$ cat config.mk
export PLATFORM = sky130hd
export DESIGN_NAME = muldiv_ctrl
export DESIGN_NICKNAME = d
export VERILOG_FILES = /design/src/rtl/muldiv_ctrl_pkg.sv /design/src/rtl/muldiv_ctrl_special_detect.sv /design/src/rtl/muldiv_ctrl.sv
export SDC_FILE = /design/constraint.sdc
export NUM_CORES = 1
export LEC_CHECK = 0
export ABC_CLOCK_PERIOD_IN_PS = 3100
export CAP_MARGIN = 40
export CORE_MARGIN = 4
export CORE_UTILIZATION = 40
export DETAILED_ROUTE_END_ITERATION = 6
export MAX_ROUTING_LAYER = met4
export PLACE_DENSITY_LB_ADDON = 0.08
export SYNTH_ARGS = -nofsm -noshare
export SYNTH_HDL_FRONTEND = slang
export SYNTH_SLANG_ARGS = --single-unit
$ cat constraint.sdc
create_clock -name clk -period 3.1 [get_ports clk]
set_input_delay 0.62 -clock clk [delete_from_list [all_inputs] [get_ports clk]]
set_output_delay 0.62 -clock clk [all_outputs]
set_load 0.01 [all_outputs]
$ cat src/rtl/muldiv_ctrl_pkg.sv
// Shared types and helpers for the M-extension sequencing controller.
package muldiv_ctrl_pkg;

  // Encoding follows RISC-V funct3 for the M extension.
  typedef enum logic [2:0] {
    OP_MUL    = 3'd0,
    OP_MULH   = 3'd1,
    OP_MULHSU = 3'd2,
    OP_MULHU  = 3'd3,
    OP_DIV    = 3'd4,
    OP_DIVU   = 3'd5,
    OP_REM    = 3'd6,
    OP_REMU   = 3'd7
  } muldiv_op_t;

  localparam logic [31:0] MULDIV_ALL_ONES = 32'hFFFF_FFFF;
  localparam logic [31:0] MULDIV_INT_MIN  = 32'h8000_0000;
  localparam logic [31:0] MULDIV_ZERO     = 32'h0000_0000;

  // True when the op wants the hi half (MULH*, REM*); MUL/DIV/DIVU take lo.
  function automatic logic sel_hi(input muldiv_op_t op);
    logic hi;
    if (op[2]) begin
      hi = op[1];
    end else begin
      hi = (op[1:0] != 2'b00);
    end
    return hi;
  endfunction

  // Class under which a unit result is cached: REM folds onto DIV, REMU onto DIVU.
  function automatic muldiv_op_t op_class(input muldiv_op_t op);
    muldiv_op_t cls;
    case (op)
      OP_REM:  cls = OP_DIV;
      OP_REMU: cls = OP_DIVU;
      default: cls = op;
    endcase
    return cls;
  endfunction

  // Whether a cached entry of class cls can answer op. A MUL-class entry only
  // carries a trustworthy lo, so MULH* need an entry of their own signedness.
  function automatic logic cache_family_hit(input muldiv_op_t op, input muldiv_op_t cls);
    logic hit;
    case (op)
      OP_MUL:                       hit = (cls == OP_MUL) || (cls == OP_MULH) ||
                                          (cls == OP_MULHSU) || (cls == OP_MULHU);
      OP_MULH, OP_MULHSU, OP_MULHU: hit = (cls == op);
      OP_DIV, OP_REM:               hit = (cls == OP_DIV);
      OP_DIVU, OP_REMU:             hit = (cls == OP_DIVU);
      default:                      hit = 1'b0;
    endcase
    return hit;
  endfunction

endpackage

$ cat src/rtl/muldiv_ctrl_special_detect.sv
// Combinational classifier for divides the unit never needs to see:
// divide-by-zero and signed INT_MIN / -1 overflow, with their fixed lo/hi.
module muldiv_special_detect
  import muldiv_ctrl_pkg::*;
(
  input  muldiv_op_t  op_i,
  input  logic [31:0] rs1_i,
  input  logic [31:0] rs2_i,
  output logic        special_o,
  output logic [31:0] lo_o,
  output logic [31:0] hi_o
);

  logic is_div_s;
  logic is_signed_div_s;

  assign is_div_s        = op_i[2];
  assign is_signed_div_s = (op_i == OP_DIV) || (op_i == OP_REM);

  // Classify the operands and build the architectural quotient/remainder.
  always_comb begin
    special_o = 1'b0;
    lo_o      = MULDIV_ZERO;
    hi_o      = MULDIV_ZERO;
    if (is_div_s && (rs2_i == MULDIV_ZERO)) begin
      special_o = 1'b1;
      lo_o      = MULDIV_ALL_ONES;
      hi_o      = rs1_i;
    end else if (is_signed_div_s && (rs1_i == MULDIV_INT_MIN) && (rs2_i == MULDIV_ALL_ONES)) begin
      special_o = 1'b1;
      lo_o      = MULDIV_INT_MIN;
      hi_o      = MULDIV_ZERO;
    end else begin
      special_o = 1'b0;
    end
  end

endmodule

$ cat src/rtl/muldiv_ctrl.sv
// Sequencer between EX and the iterative multiply/divide unit: one op in
// flight, fast path for special divides and paired-op reuse, result held
// under write-back back-pressure.
module muldiv_ctrl
  import muldiv_ctrl_pkg::*;
#(
  parameter bit REUSE_EN = 1'b1
) (
  input  logic        clk,
  input  logic        reset,
  input  logic        ex_valid,
  input  muldiv_op_t  ex_op,
  input  logic [31:0] ex_rs1,
  input  logic [31:0] ex_rs2,
  input  logic        ex_flush,
  input  logic        wb_stall,
  output logic        stall_out,
  output logic        result_valid,
  output logic [31:0] result,
  output logic        mdu_start,
  output muldiv_op_t  mdu_op,
  output logic [31:0] mdu_a,
  output logic [31:0] mdu_b,
  input  logic        mdu_ready,
  input  logic [31:0] mdu_lo,
  input  logic [31:0] mdu_hi
);

  typedef enum logic [1:0] {S_IDLE, S_BUSY, S_DONE, S_DRAIN} state_t;

  state_t      state_q, state_d;
  logic [31:0] result_q, result_d;
  logic        cvalid_q, cvalid_d;
  muldiv_op_t  ccls_q, ccls_d;
  logic [31:0] ca_q, ca_d;
  logic [31:0] cb_q, cb_d;
  logic [31:0] clo_q, clo_d;
  logic [31:0] chi_q, chi_d;

  logic        special_s;
  logic [31:0] sp_lo_s;
  logic [31:0] sp_hi_s;
  logic        cache_hit_s;
  logic        start_s;

  muldiv_special_detect u_special (
    .op_i      (ex_op),
    .rs1_i     (ex_rs1),
    .rs2_i     (ex_rs2),
    .special_o (special_s),
    .lo_o      (sp_lo_s),
    .hi_o      (sp_hi_s)
  );

  assign cache_hit_s = REUSE_EN && cvalid_q && (ex_rs1 == ca_q) && (ex_rs2 == cb_q) &&
                       cache_family_hit(ex_op, ccls_q);

  assign mdu_op       = ex_op;
  assign mdu_a        = ex_rs1;
  assign mdu_b        = ex_rs2;
  assign mdu_start    = start_s && !reset;
  assign result_valid = (state_q == S_DONE);
  assign result       = result_q;
  assign stall_out    = !reset && ex_valid && !ex_flush &&
                        !((state_q == S_DONE) && !wb_stall);

  // Next-state, launch pulse, result capture and cache update.
  always_comb begin
    state_d  = state_q;
    result_d = result_q;
    cvalid_d = cvalid_q;
    ccls_d   = ccls_q;
    ca_d     = ca_q;
    cb_d     = cb_q;
    clo_d    = clo_q;
    chi_d    = chi_q;
    start_s  = 1'b0;
    case (state_q)
      S_IDLE: begin
        if (ex_valid && !ex_flush) begin
          if (special_s) begin
            result_d = sel_hi(ex_op) ? sp_hi_s : sp_lo_s;
            state_d  = S_DONE;
          end else if (cache_hit_s) begin
            result_d = sel_hi(ex_op) ? chi_q : clo_q;
            state_d  = S_DONE;
          end else begin
            start_s  = 1'b1;
            state_d  = S_BUSY;
          end
        end else begin
          state_d = S_IDLE;
        end
      end
      S_BUSY: begin
        if (ex_flush) begin
          // A same-cycle completion means the unit is already idle: no drain.
          cvalid_d = 1'b0;
          state_d  = mdu_ready ? S_IDLE : S_DRAIN;
        end else if (mdu_ready) begin
          cvalid_d = 1'b1;
          ccls_d   = op_class(ex_op);
          ca_d     = ex_rs1;
          cb_d     = ex_rs2;
          clo_d    = mdu_lo;
          chi_d    = mdu_hi;
          result_d = sel_hi(ex_op) ? mdu_hi : mdu_lo;
          state_d  = S_DONE;
        end else begin
          state_d = S_BUSY;
        end
      end
      S_DONE: begin
        if (ex_flush || !wb_stall) begin
          state_d = S_IDLE;
        end else begin
          state_d = S_DONE;
        end
      end
      S_DRAIN: begin
        if (mdu_ready) begin
          state_d = S_IDLE;
        end else begin
          state_d = S_DRAIN;
        end
      end
      default: begin
        state_d  = S_IDLE;
        cvalid_d = 1'b0;
      end
    endcase
  end

  // State, result and reuse-cache registers with synchronous reset.
  always_ff @(posedge clk) begin
    if (reset) begin
      state_q  <= S_IDLE;
      result_q <= MULDIV_ZERO;
      cvalid_q <= 1'b0;
      ccls_q   <= OP_MUL;
      ca_q     <= MULDIV_ZERO;
      cb_q     <= MULDIV_ZERO;
      clo_q    <= MULDIV_ZERO;
      chi_q    <= MULDIV_ZERO;
    end else begin
      state_q  <= state_d;
      result_q <= result_d;
      cvalid_q <= cvalid_d;
      ccls_q   <= ccls_d;
      ca_q     <= ca_d;
      cb_q     <= cb_d;
      clo_q    <= clo_d;
      chi_q    <= chi_d;
    end
  end

endmodule

Word-level counts from Yosys, hierarchy flattened. Index checks and enable logic that the tools add are counted.

Register bits after elaboration: 166. Input port bits: 137. Logic and storage cells: 108. Output and inout bits: 102.

Eq/ne operators: 24. Reduce and logical (&&, ||, !) cells: 34. Bitwise gates (word level): 1. Multiplexer cells: 41.

Operators with widths (count): 2-to-1 mux 32 bit (11); equality test 32 bit (2); equality test 32 bit, second input constant (2); case mux 32 bit (2 select lines) (1); logical NOT 32 bit (1); 2-to-1 mux 1 bit (19); equality test 3 bit, second input constant (6); 2-to-1 mux 2 bit (7); equality test 3 x 2 -> 1 bit, second input constant (4); logical AND 1 bit (12); case mux 2 bit (4 select lines) (1); equality test 3 x 1 -> 1 bit, second input constant (2); logical NOT 3 bit (2); != test 2 bit, second input constant (3); case mux 3 bit (2 select lines) (1); nonzero test 2 bit (3); logical OR 1 bit (5); AND reduction 5 bit (1); equality test 2 bit, second input constant (2); logical NOT 1 bit (4); case mux 1 bit (4 select lines) (1); OR reduction 2 bit (2); equality test 3 bit (1); != test 3 bit, second input constant (1); other kinds (6) (6).

Longest topological paths before layout. Gate-level depths: netlist of run 1.

Depth after elaboration: 15. Depth in mapped cells: 9. Depth with buffers taken out: 7.

Modules after synthesis. A second synthesis of run 1 with hierarchy kept.

Cells, all modules: 1181. Area, all modules: 9674.3 sq um.

Modules (own cells, without submodules): muldiv_ctrl (instances 1, seq. area each 3323.2 sq um, cells each 1079, area an instance 8959.8 sq um); muldiv_special_detect (instances 1, seq. area each 0.0 sq um, cells each 102, area an instance 714.4 sq um).

Worst setup path before layout of run 1. Ideal clock, no wire load.

Kind: input port to output port. Start point: input port ex_rs1[0]. End point: output port mdu_start. Data arrival time: 2.188 ns. Path buffers: 0. Required time: 2.480 ns. Path slack: 0.292 ns. Stages on the path: 5. Cells stage by stage: or4_1 or4_1 or3_4 o311ai_4 nor3b_1.

Longest elaborated chain between the ends: 9. Elaborated cells on any way between the ends: 14. Classes of those cells: eq/ne (2); mux (6); reduce/logical (6).

RTL lines: start: declaration (line muldiv_ctrl.sv:13) `input logic [31:0] ex_rs1,`; equality test 32 bit, on equally long branches (line muldiv_ctrl_special_detect.sv:29, muldiv_ctrl.sv:55); logical AND 1 bit, on equally long branches (2 in a row) (line muldiv_ctrl_special_detect.sv:29, muldiv_ctrl.sv:55); 2-to-1 mux 1 bit / logical AND 1 bit (equally long branches) (line muldiv_ctrl_special_detect.sv:29, muldiv_ctrl.sv:55); 2-to-1 mux 1 bit, on equally long branches (line muldiv_ctrl_special_detect.sv:25, muldiv_ctrl.sv:84); 2-to-1 mux 1 bit * (line muldiv_ctrl.sv:81) `if (special_s) begin`; 2-to-1 mux 1 bit * (line muldiv_ctrl.sv:80) `if (ex_valid && !ex_flush) begin`; 2-to-1 mux 1 bit * (line muldiv_ctrl.sv:78) `case (state_q)`; logical AND 1 bit * (line muldiv_ctrl.sv:61) `assign mdu_start = start_s && !reset;`; end: declaration (line muldiv_ctrl.sv:20) `output logic mdu_start,`.

Every way passes the cells marked *; elsewhere a longest branch is shown, timed or not.

Worst setup path after layout of run 1.
Start point: input port ex_rs1[1]. End point: output port mdu_start.

Same word-level chain as after synthesis.

==> reports/results.tsv, run 1 <==
stage	metric	value	unit
status	status	finished, violations left	
status	failing checks	setup timing	
synth	Synth Warn #	0	
die	Die H	156.2	um
critical_path	CP max stage cell	or4_4	
critical_path	Setup crit start kind	input pin	
placement	Detail Placement HPWL	22.97	mm
sta	period utilisation layout	100.3	%
critical_path	WP data required	2480	ps
synth	largest family of logic cells by synthesized area	simple AND/OR/NAND/NOR gates	
synth	post-synthesis compound-gate area fraction	13.82	%
critical_path	Crit. End Element	output pin	
clocking	number of buffers created by CTS	17	
flow_run	Max-Cap Viols	0	
global_route	All-Layer GR Usage	26.24	%
route	number of routed nets with antenna violations	0	
synth	Seq/Total Area, Yosys	37.83	%
synth	Yosys reg bits	166	
clocking	Longest Clk Path Bufs	2	
synth	synthesized area	8785	sq um
finish	number of fillers in the final layout	1999	
sta	Hold Slack	454.6	ps
synth	Post-Syn Nets	1372	
sta	Slew HR	48.49	%
hold_path	hold_sp	chi_q[18]	
route	Vias/cell	5.331	
clocking	Num Clock Sinks	166	
finish	layout cells sized above 1	15.00	%
synth	predominant post-synthesis flop cell	dfxtp_1	
clocking	Hold Buf Count CTS	0	
route	WL/cell	18.29	um
sta	post-route minimum period	3111	ps
route	Initial DRT Pass Iterations	5	
synth	count of cell types in the netlist	40	
clocking	clock-pin slew on the worst setup and hold paths	60	ps
power_and_ir_drop	P_leak	4.901	nW
global_route	vias in the first global route	8893	
hold_path	Hold/Removal Path Class	flop to flop	
die	Initial Utilization	41.27	%
sta	highest clock rate	0.3215	GHz
clocking	Clock Latency Late Sink	430	ps
critical_path	crit-path max cell delay	510	ps
placement	routability cong.	0.9171	
placement	Port Buf Inserts	238	
route	DRT iter0 DRCs	745	
synth	post-synthesis share of cell area spent on and, or, nand and nor gates	28.14	%
die	core area	21290	sq um
critical_path	Crit path max-delay family	simple AND/OR/NAND/NOR gates	
synth	mean post-synth cell area	7.130	sq um
clocking	H-tree Lvls	4	
clocking	clock root buffer	clkbuf_16	
global_route	initial antenna violation count	1	
sta	Final WS setup	-10.84	ps
die	row count	53	
critical_path	WP buf/inv	2	
global_route	largest net degree at the start of global routing	166	
synth	Post-Synth Adder-Cell Area	0.4273	%
sta	fin. max-slew vios	0	
synth	leading area contributor after synthesis	dfxtp_1	
synth	ys async rst share	0	%
sta	worst slew pin tran	772.6	ps
global_route	global route overflow	0	
critical_path	critical path peak fanout	2	
die	Die W	156.2	um
synth	top cells by area, synth	dfxtp_1, nand2_1, a21oi_1, buf_4, xnor2_1	
critical_path	CP arrival	2490	ps
die	IO Pins	239	
synth	Post-synth EDFFs	0	
synth	Post-Syn Instances	1232	
synth	Synth Area in XOR/XNOR	5.982	%
sta	Worst Skew	11.37	ps
finish	synthesis-to-finish area growth	43.21	%
critical_path	worst-path cell chain	buf_2, or4_4, or4_4, or3_4, o311ai_4, nor3b_2, buf_2	
finish	Finished Core Util	59.10	%
die	Die ar.	24400	sq um
route	routed wire length	31.99	mm
global_route	first-pass GRT wire length	49.07	mm
sta	final setup vio count	1	
critical_path	FF-to-FF Start	cb_q[4]	
synth	Yosys top cell area share	37.83	%
finish	nets	1601	
route	DR vias	9324	
sta	unrepaired setup endpoints after global routing	yes	
power_and_ir_drop	Power Density	416.7	nW/um^2
power_and_ir_drop	worst vdd rail ir drop	0.3639	mV
critical_path	critical path class	input pin to output pin	
synth	mux cell area share after synthesis	3.760	%
clocking	CTS tree	yes	
sta	final hold viol count	0	
critical_path	crit path launch	ex_rs1[1]	
route	drt drc	0	
## worst min-delay path, cell delays in order (launching register included)
cell     delay (ps)
dfxtp_1         310
nand2_1          50
a21oi_1          50
## placed cells by master, fill, tap and decap left out, types with 4 or more instances in the layout
master | netlist | routed
o21ai_0 | 36 | 36
nand4_1 | 21 | 21
buf_6 | 3 | 16
clkdlybuf4s50_1 | 0 | 175
mux2i_1 | 33 | 33
dfxtp_1 | 166 | 166
nand2_1 | 420 | 418
nor4_1 | 22 | 10
buf_12 | 0 | 15
inv_6 | 0 | 4
a21oi_1 | 135 | 134
a31oi_1 | 31 | 31
xor2_1 | 18 | 18
nor2_1 | 41 | 39
buf_2 | 0 | 10
xnor2_2 | 0 | 8
nand3_1 | 62 | 61
nor4_2 | 0 | 9
inv_1 | 10 | 10
buf_4 | 67 | 103
clkbuf_16 | 0 | 17
xnor2_1 | 42 | 33
dlygate4sd2_1 | 0 | 32
dlymetal6s2s_1 | 0 | 4
## registers in the layout, summed over array words and instances, names as in the netlist
name,cells
chi_q,32
ca_q,32
state_q,2
cb_q,32
ccls_q,3
result,32
clo_q,32
cvalid_q,1
## per-layer routing
metal	part of all wire [%]	vias to the layer above	global-route usage, %
li1	-	4507	-
met1	43	4387	35.25
met2	46	386	40.28
met3	8.4	44	4.688
met4	2.5	0	8.347
met5	0	-	-
## cell type report
cell class              instances  area, sq um  area share, %
flip-flops and latches        166         3323          26.41
clock buffers                  17        425.4          3.381
diodes                          1        2.502        0.01989
repair buffers                361         3450          27.42
clock inverters                14        150.1          1.193
well taps                     275        344.1          2.735
inverters                      11        41.29         0.3282
multi-input cells             904         4845          38.51
## report_power, final
part           switching [mW]  internal [mW]
sequential             0.0223           2.17
clock                   0.924           1.19
combinational           0.483          0.456
total                    1.43           3.81
## through the flow
stage | instance area (sq um) | total power, mW | worst slack [ps] | std cells | TNS, ps
after floorplan | 8785 | 2.632 | 292.0 | 1232 | 0
after global placement | 11820 | 3.162 | -990.1 | 1716 | -15460
after detailed placement | 11820 | 3.165 | -1018 | 1716 | -16710
after CTS | 12480 | 5.269 | -26.51 | 1748 | -26.51
after global routing | 12580 | 5.441 | -78.97 | 1749 | -78.97
final | 12580 | 5.242 | -10.84 | 1749 | -10.84
## synthesized netlist by cell type, types with 3 or more instances
cell,instances
clkbuf_1,81
xor2_1,18
nor2_1,41
xnor2_1,42
nor4_1,22
inv_1,10
dfxtp_1,166
o21ai_0,36
nand3_1,62
nor3_1,3
a31oi_1,31
buf_4,67
a21oi_1,135
ha_1,3
or4_1,4
nor4b_1,3
o211ai_1,3
mux2i_1,33
nand4_1,21
nor2b_1,4
buf_6,3
nand2_1,420
## what timing repair did
action,4_1_cts,5_1_grt
endpoints found under the setup margin,33,1
pin swaps,23,17
resized for setup,164,24
cloned,0,0
buffers inserted,2,0
## cells by family after synthesis
family,Yosys count
AOI/OAI and AO/OA,219
muxes,33
xor gates and xnor gates,60
and+or+nand+nor,589
buffers and inverters,162
adders and majority gates,3
DFF,166
## path summary, 6_finish.rpt
check / endpoint / slack [ps] / cells after the start
worst max-delay path: mdu_start / -10 / 7
worst min-delay path: chi_q[18] / 450 / 2
worst max register to register: result[2] / 820 / 10
worst min register to register: chi_q[18] / 450 / 2
Power figures use the tool's default switching activity.
==> run 2, diff against run 1 <==
--- a/config.mk
+++ b/config.mk
@@ -9,6 +9,7 @@
 export CAP_MARGIN = 40
 export CORE_MARGIN = 4
 export CORE_UTILIZATION = 40
+export CTS_CLUSTER_SIZE = 30
 export DETAILED_ROUTE_END_ITERATION = 6
 export MAX_ROUTING_LAYER = met4
 export PLACE_DENSITY_LB_ADDON = 0.08
==> results of run 2 <==
Final layout, timing and power as in run 1 (identical DEF).
==> RTL edit 1, RTL diff (settings of run 1) <==
Re-encode `state_t` (4 states) as one-hot, 4 bits wide.
--- a/src/rtl/muldiv_ctrl.sv
+++ b/src/rtl/muldiv_ctrl.sv
@@ -28,3 +28,3 @@
 
-  typedef enum logic [1:0] {S_IDLE, S_BUSY, S_DONE, S_DRAIN} state_t;
+  typedef enum logic [3:0] {S_IDLE = 4'b0001, S_BUSY = 4'b0010, S_DONE = 4'b0100, S_DRAIN = 4'b1000} state_t;
 
Formal check against the unedited RTL: no difference found for any inputs over 4 cycles, from zero or initial values and one cycle with reset high; so few cycles prove little.
==> RTL edit 1 against run 1 <==
  * Global-route usage down 0.14 points
  * Routed wire length up 2.6%
  * Sequential cell count up 2
  * Register-to-register slack worse by 0.56 ns
  * Non-clock buffer count down 8
  * Synthesized area up 2.5%
  * Design area up 0.38%
  * Die area up 2.4%
  * Maximum frequency up 2.3%
  * Worst setup slack better by 0.069 ns
  * Total power down 5.3%
==> RTL edit 1: results (changes against run 1) <==
| Metric | Value |
|---|---|
| Hold Path Stages | `2 (unchanged)` |
| Hold endpoint | `ca_q[22]$_SDFFE_PP0P_ (was chi_q[18]$_SDFFE_PP0P_)` |
| Worst R2R Path Depth | `11 (was 10)` |
| Post-synth top flop | `dfxtp_1 (unchanged)` |
| Cts bufs inserted | `17 (unchanged)` |
| Worst skew pair latency | `about 0.42 ns` |
| Slowest CP cell | `or4_4 (unchanged)` |
| Final HPWL DP | `22.6 mm (was 23.0 mm)` |
| H-tree lvl count | `4 (unchanged)` |
| Root Buffer | `clkbuf_16 (unchanged)` |
| Min-Delay Path Class | `in -> reg (was reg -> reg)` |
| Lkg Pwr | `4.64 nW (was 4.90 nW)` |
| Total track usage | `0.261 (was 0.262)` |
| Crit path DAT | `2.42 ns (was 2.49 ns)` |
| Max_cap viols | `0 (unchanged)` |
| Worst-path fanout max | `4 (was 2)` |
| Netlist cell types | `42 (was 40)` |
| CP peak stage delay | `0.51 ns (about the same)` |
| Run status | `finished clean (was complete, but fails checks)` |
| Post-synthesis sequential area ratio | `0.373 (was 0.378)` |
| Worst reg2reg setup slack | `0.26 ns (was 0.82 ns)` |
| Clock Pin Slew Worst Setup and Hold Paths | `0.06 ns (about the same)` |
| GP Congestion | `0.849 (was 0.917)` |
| CTS max path bufs | `2 (unchanged)` |
| DR vias | `9,192 (was 9,324)` |
| Antenna violations before repair | `3 (was 1)` |
| Syn avg cell area | `7.52 sq um (was 7.13 sq um)` |
| DR iter-0 viols | `667 (was 745)` |
| Fin cells | `1,703 (was 1,749)` |
| Clk_skew | `0.0112 ns (was 0.0114 ns)` |
| First-pass GRT wire length | `49.4 mm (was 49.1 mm)` |
| Critical hold path startpoint | `reset (was chi_q[18]$_SDFFE_PP0P_)` |
| Drt wl/cell | `19.3 um (was 18.3 um)` |
| Syn_nets | `1,335 (was 1,372)` |
| Pin count of the biggest net entering global routing | `197 (was 166)` |
| Asr flop ratio synth | `0 (unchanged)` |
| Vias in the first global route | `8,678 (was 8,893)` |
| Final Max Tran Viols | `0 (unchanged)` |
| Synth top area cells | `dfxtp_1 37%, nand2_1 14%, a21oi_1 7.4%, buf_4 5.8%, xor2_1 3.7% (was dfxtp_1 38%, nand2_1 18%, a21oi_1 7.7%, buf_4 5.7%, xnor2_1 4.2%)` |
| Worst VDD drop | `0.354 mV (was 0.364 mV)` |
| Slew HR | `0.401 (was 0.485)` |
| Nets | `1,548 (was 1,601)` |
| Ys Warns | `0 (unchanged)` |
| R2r endpoint | `result[31]$_SDFFE_PP0P_ (was result[2]$_SDFFE_PP0P_)` |
| Drt first pass iters | `6 (was 5)` |
| Delay-heaviest family, CP | `simple AND/OR/NAND/NOR gates (unchanged)` |
| Crit Reg-Reg Startpoint | `ca_q[12]$_SDFFE_PP0P_ (was cb_q[4]$_SDFFE_PP0P_)` |
| Layout cells sized above 1 | `0.149 (was 0.150)` |
| Commonest cells in the netlist | `335 x nand2_1, 168 x dfxtp_1, 134 x a21oi_1 (was 420 x nand2_1, 166 x dfxtp_1, 135 x a21oi_1)` |
[RTL edit 1: changes by cell type in the layout (fill, tap and decap cells not counted), moves of 30 or more]
cell and delta:
nand2_1 -84, o221ai_1 +33, o21ai_0 -33, nand2b_1 +44, o2111ai_1 +31, o21ai_1 +30
nand3_1 -57
[RTL edit 1: area by class of cell]
type                       count  area (sq um)
antenna                        3          7.51
tap                          280           350
clock buffer                  19           443
fill                        2097          9330
inverter                      12          45.0
multi-input combinational    859          5040
clock inverter                 9          81.3
timing repair buffer         353          3300
sequential                   168          3360
[RTL edit 1: how the worst max path moves through the flow]
stage / cells past startpoint / to / start
floorplan: 8 / mdu_start / ex_rs2[4]
global placement: 9 / mdu_start / ex_rs2[6]
detailed placement: 9 / mdu_start / ex_rs2[6]
CTS: 11 / mdu_start / ex_op[2]
global route: 8 / mdu_start / ex_rs2[6]
finish: 8 / mdu_start / ex_rs2[22]
[RTL edit 1: cells by family after synthesis]
group / Yosys count / share of synthesized area
AND/OR/NAND/NOR: 490 / 0.236
AO/OA/AOI/OAI: 280 / 0.196
buffers and inverters: 171 / 0.104
flip-flops: 168 / 0.373
XOR/XNOR: 57 / 0.0554
multiplexers: 32 / 0.0356
[RTL edit 1: metrics by stage]
step	setup slack [ns]	hold slack [ns]	instance area (sq um)	TNS, ns	util
floorplan	0.381	0.431	9000	0	-
global placement	-0.792	0.440	11900	-18.94	0.542
detailed placement	-0.806	0.446	11900	-19.88	0.542
CTS	0.000299	0.358	12600	0	0.574
global route	-0.0126	0.363	12600	-0.0126	0.575
finish	0.0587	0.380	12600	0	0.575
[RTL edit 1: repair_timing]
item / CTS / global route
hold endpoints to repair: 0 / 0
pin swaps: 28 / 27
setup buffers: 2 / 1
resized for setup: 120 / 62
endpoints found under the setup margin: 33 / 6
[RTL edit 1: where the power goes]
group	internal (mW)	switching, mW	total (mW)
combinational	0.396	0.427	0.823
sequential	2.17	0.00624	2.17
clock	1.10	0.866	1.97
total	3.67	1.30	4.96
[RTL edit 1: layer usage]
metal | global-route usage | share of wire
met4 | 0.103 | 0.032
met5 | - | 0
met2 | 0.401 | 0.46
met1 | 0.339 | 0.43
met3 | 0.0533 | 0.076
==> RTL edit 2, RTL diff (settings of run 1) <==
Made on the original files. The parameter `REUSE_EN` goes from 1'b1 to 1'b0.
--- a/src/rtl/muldiv_ctrl.sv
+++ b/src/rtl/muldiv_ctrl.sv
@@ -6,3 +6,3 @@
 #(
-  parameter bit REUSE_EN = 1'b1
+  parameter bit REUSE_EN = 1'b0
 ) (
Function: changed (Yosys sat finds a counterexample within 4 cycles, from zero or initial values and one cycle with reset high).
==> RTL edit 2 against run 1 <==
  * Via count shrank 57%
  * Worst setup slack gained 0.078 ns
  * Synthesized area shrank 62%
  * Design area shrank 52%
  * Total power shrank 71%
  * Clock skew shrank 0.0037 ns
  * Routed wire length shrank 56%
  * Core utilization grew 18 points
  * Die area shrank 60%
  * Sequential cell count shrank 132
  * Hold slack gained 0.14 ns
  * Combinational power shrank 25%
  * Sequential share of layout area shrank 15 points
  * Largest cell class is now buffers
  * Highest routed layer unchanged
==> RTL edit 2: results (changes against run 1) <==
| Metric | Value |
|---|---|
| Seq_cells | `34 (was 166)` |
| Invs w/o clock | `5 (was 11)` |
| Fraction of area in multi-input gates | `0.331 (was 0.385)` |
| Synth top area cells | `dfxtp_1 20%, buf_4 16%, a211oi_2 11%, mux2i_1 9.6%, o211ai_1 7.2% (was dfxtp_1 38%, nand2_1 18%, a21oi_1 7.7%, buf_4 5.7%, xnor2_1 4.2%)` |
| Critical hold path startpoint | `result[26]$_SDFFE_PP0P_ (was chi_q[18]$_SDFFE_PP0P_)` |
| Vias in the first global route | `4,069 (was 8,893)` |
| Layout cells sized above 1 | `0.241 (was 0.150)` |
| Grt met1 use | `0.319 (was 0.352)` |
| Pin count of the biggest net entering global routing | `66 (was 166)` |
| Worst hold margin | `0.595 ns (was 0.455 ns)` |
| Antenna Cells | `0 (was 1)` |
| Crit path DAT | `2.41 ns (was 2.49 ns)` |
| Non-Clock Buffer Area Fraction | `0.517 (was 0.274)` |
| Hold endpoint | `result[26]$_SDFFE_PP0P_ (was chi_q[18]$_SDFFE_PP0P_)` |
| Placed cells | `713 (was 1,716)` |
| Netlist cell types | `38 (was 40)` |
| Worst skew pair latency | `0.29 ns (was 0.43 ns)` |
| Run status | `finished clean (was complete, but fails checks)` |
| R2r endpoint | `result[0]$_SDFFE_PP0P_ (was result[2]$_SDFFE_PP0P_)` |
| CP Launch Point | `ex_rs1[5] (was ex_rs1[1])` |
| Combinational power | `0.704 mW (was 0.939 mW)` |
| Switching share of total power | `0.318 (was 0.273)` |
| Post-route design area | `6050 sq um (was 12,600 sq um)` |
| Nets | `768 (was 1,601)` |
| Worst slack at placement | `-0.393 ns (was -1.02 ns)` |
| Syn_nets | `544 (was 1,372)` |
| Slowest CP cell | `or4b_4 (was or4_4)` |
| Met2 Use GR | `0.476 (was 0.403)` |
| Post-synthesis sequential area ratio | `0.205 (was 0.378)` |
| Total track usage | `0.273 (was 0.262)` |
| Worst VDD drop | `0.159 mV (was 0.364 mV)` |
| N_taps | `102 (was 275)` |
| Clock buf count | `6 (was 17)` |
| Drt wl/cell | `19.2 um (was 18.3 um)` |
| Root Buffer | `clkbuf_8 (was clkbuf_16)` |
| Clock buffers and inverters, area share | `0.0157 (was 0.0457)` |
| Cts bufs inserted | `5 (was 17)` |
| Buffers excl. clock | `325 (was 361)` |
| Multi-In Gates | `258 (was 904)` |
| Clk network pwr share | `0.229 (was 0.403)` |
| H-tree lvl count | `2 (was 4)` |
| Fin cells | `732 (was 1,749)` |
| Drt via density | `5.48 (was 5.33)` |
| Lkg Pwr | `2.38 nW (was 4.90 nW)` |
| Syn avg cell area | `8.20 sq um (was 7.13 sq um)` |
| Fillers | `599 (was 1,999)` |
| CP peak stage delay | `0.56 ns (was 0.51 ns)` |
| Final HPWL DP | `11.0 mm (was 23.0 mm)` |
| Worst R2R Path Depth | `6 (was 10)` |
## RTL edit 2: changes by cell type in the layout (fill, tap and decap cells not counted), sizes merged, moves of 42 or more
cell | run 1 | this run
a21oi | 136 | 5
nand3 | 62 | 1
dfxtp | 166 | 34
nand2 | 420 | 3
clkdlybuf4s50 | 175 | 217
buf | 145 | 89
xnor2 | 42 | 0
## RTL edit 2: kinds of logic (layout without fill, tap and decap cells)
logic type | after synthesis | count (layout) | share of synthesized area
flops | 34 | 34 | 0.205
buf+inv | 113 | 338 | 0.222
mux | 32 | 32 | 0.0965
fa+ha+maj | 2 | 2 | 0.00753
simple gates | 119 | 119 | 0.202
compound gates | 105 | 105 | 0.268
## RTL edit 2: timing repair
| action | CTS | global route |
|---|---|---|
| pin swaps | 5 | 12 |
| gates resized for setup | 12 | 27 |
| setup buffers | 11 | 1 |
| hold buffers | 0 | 0 |
| endpoints found under the setup margin | 1 | 2 |
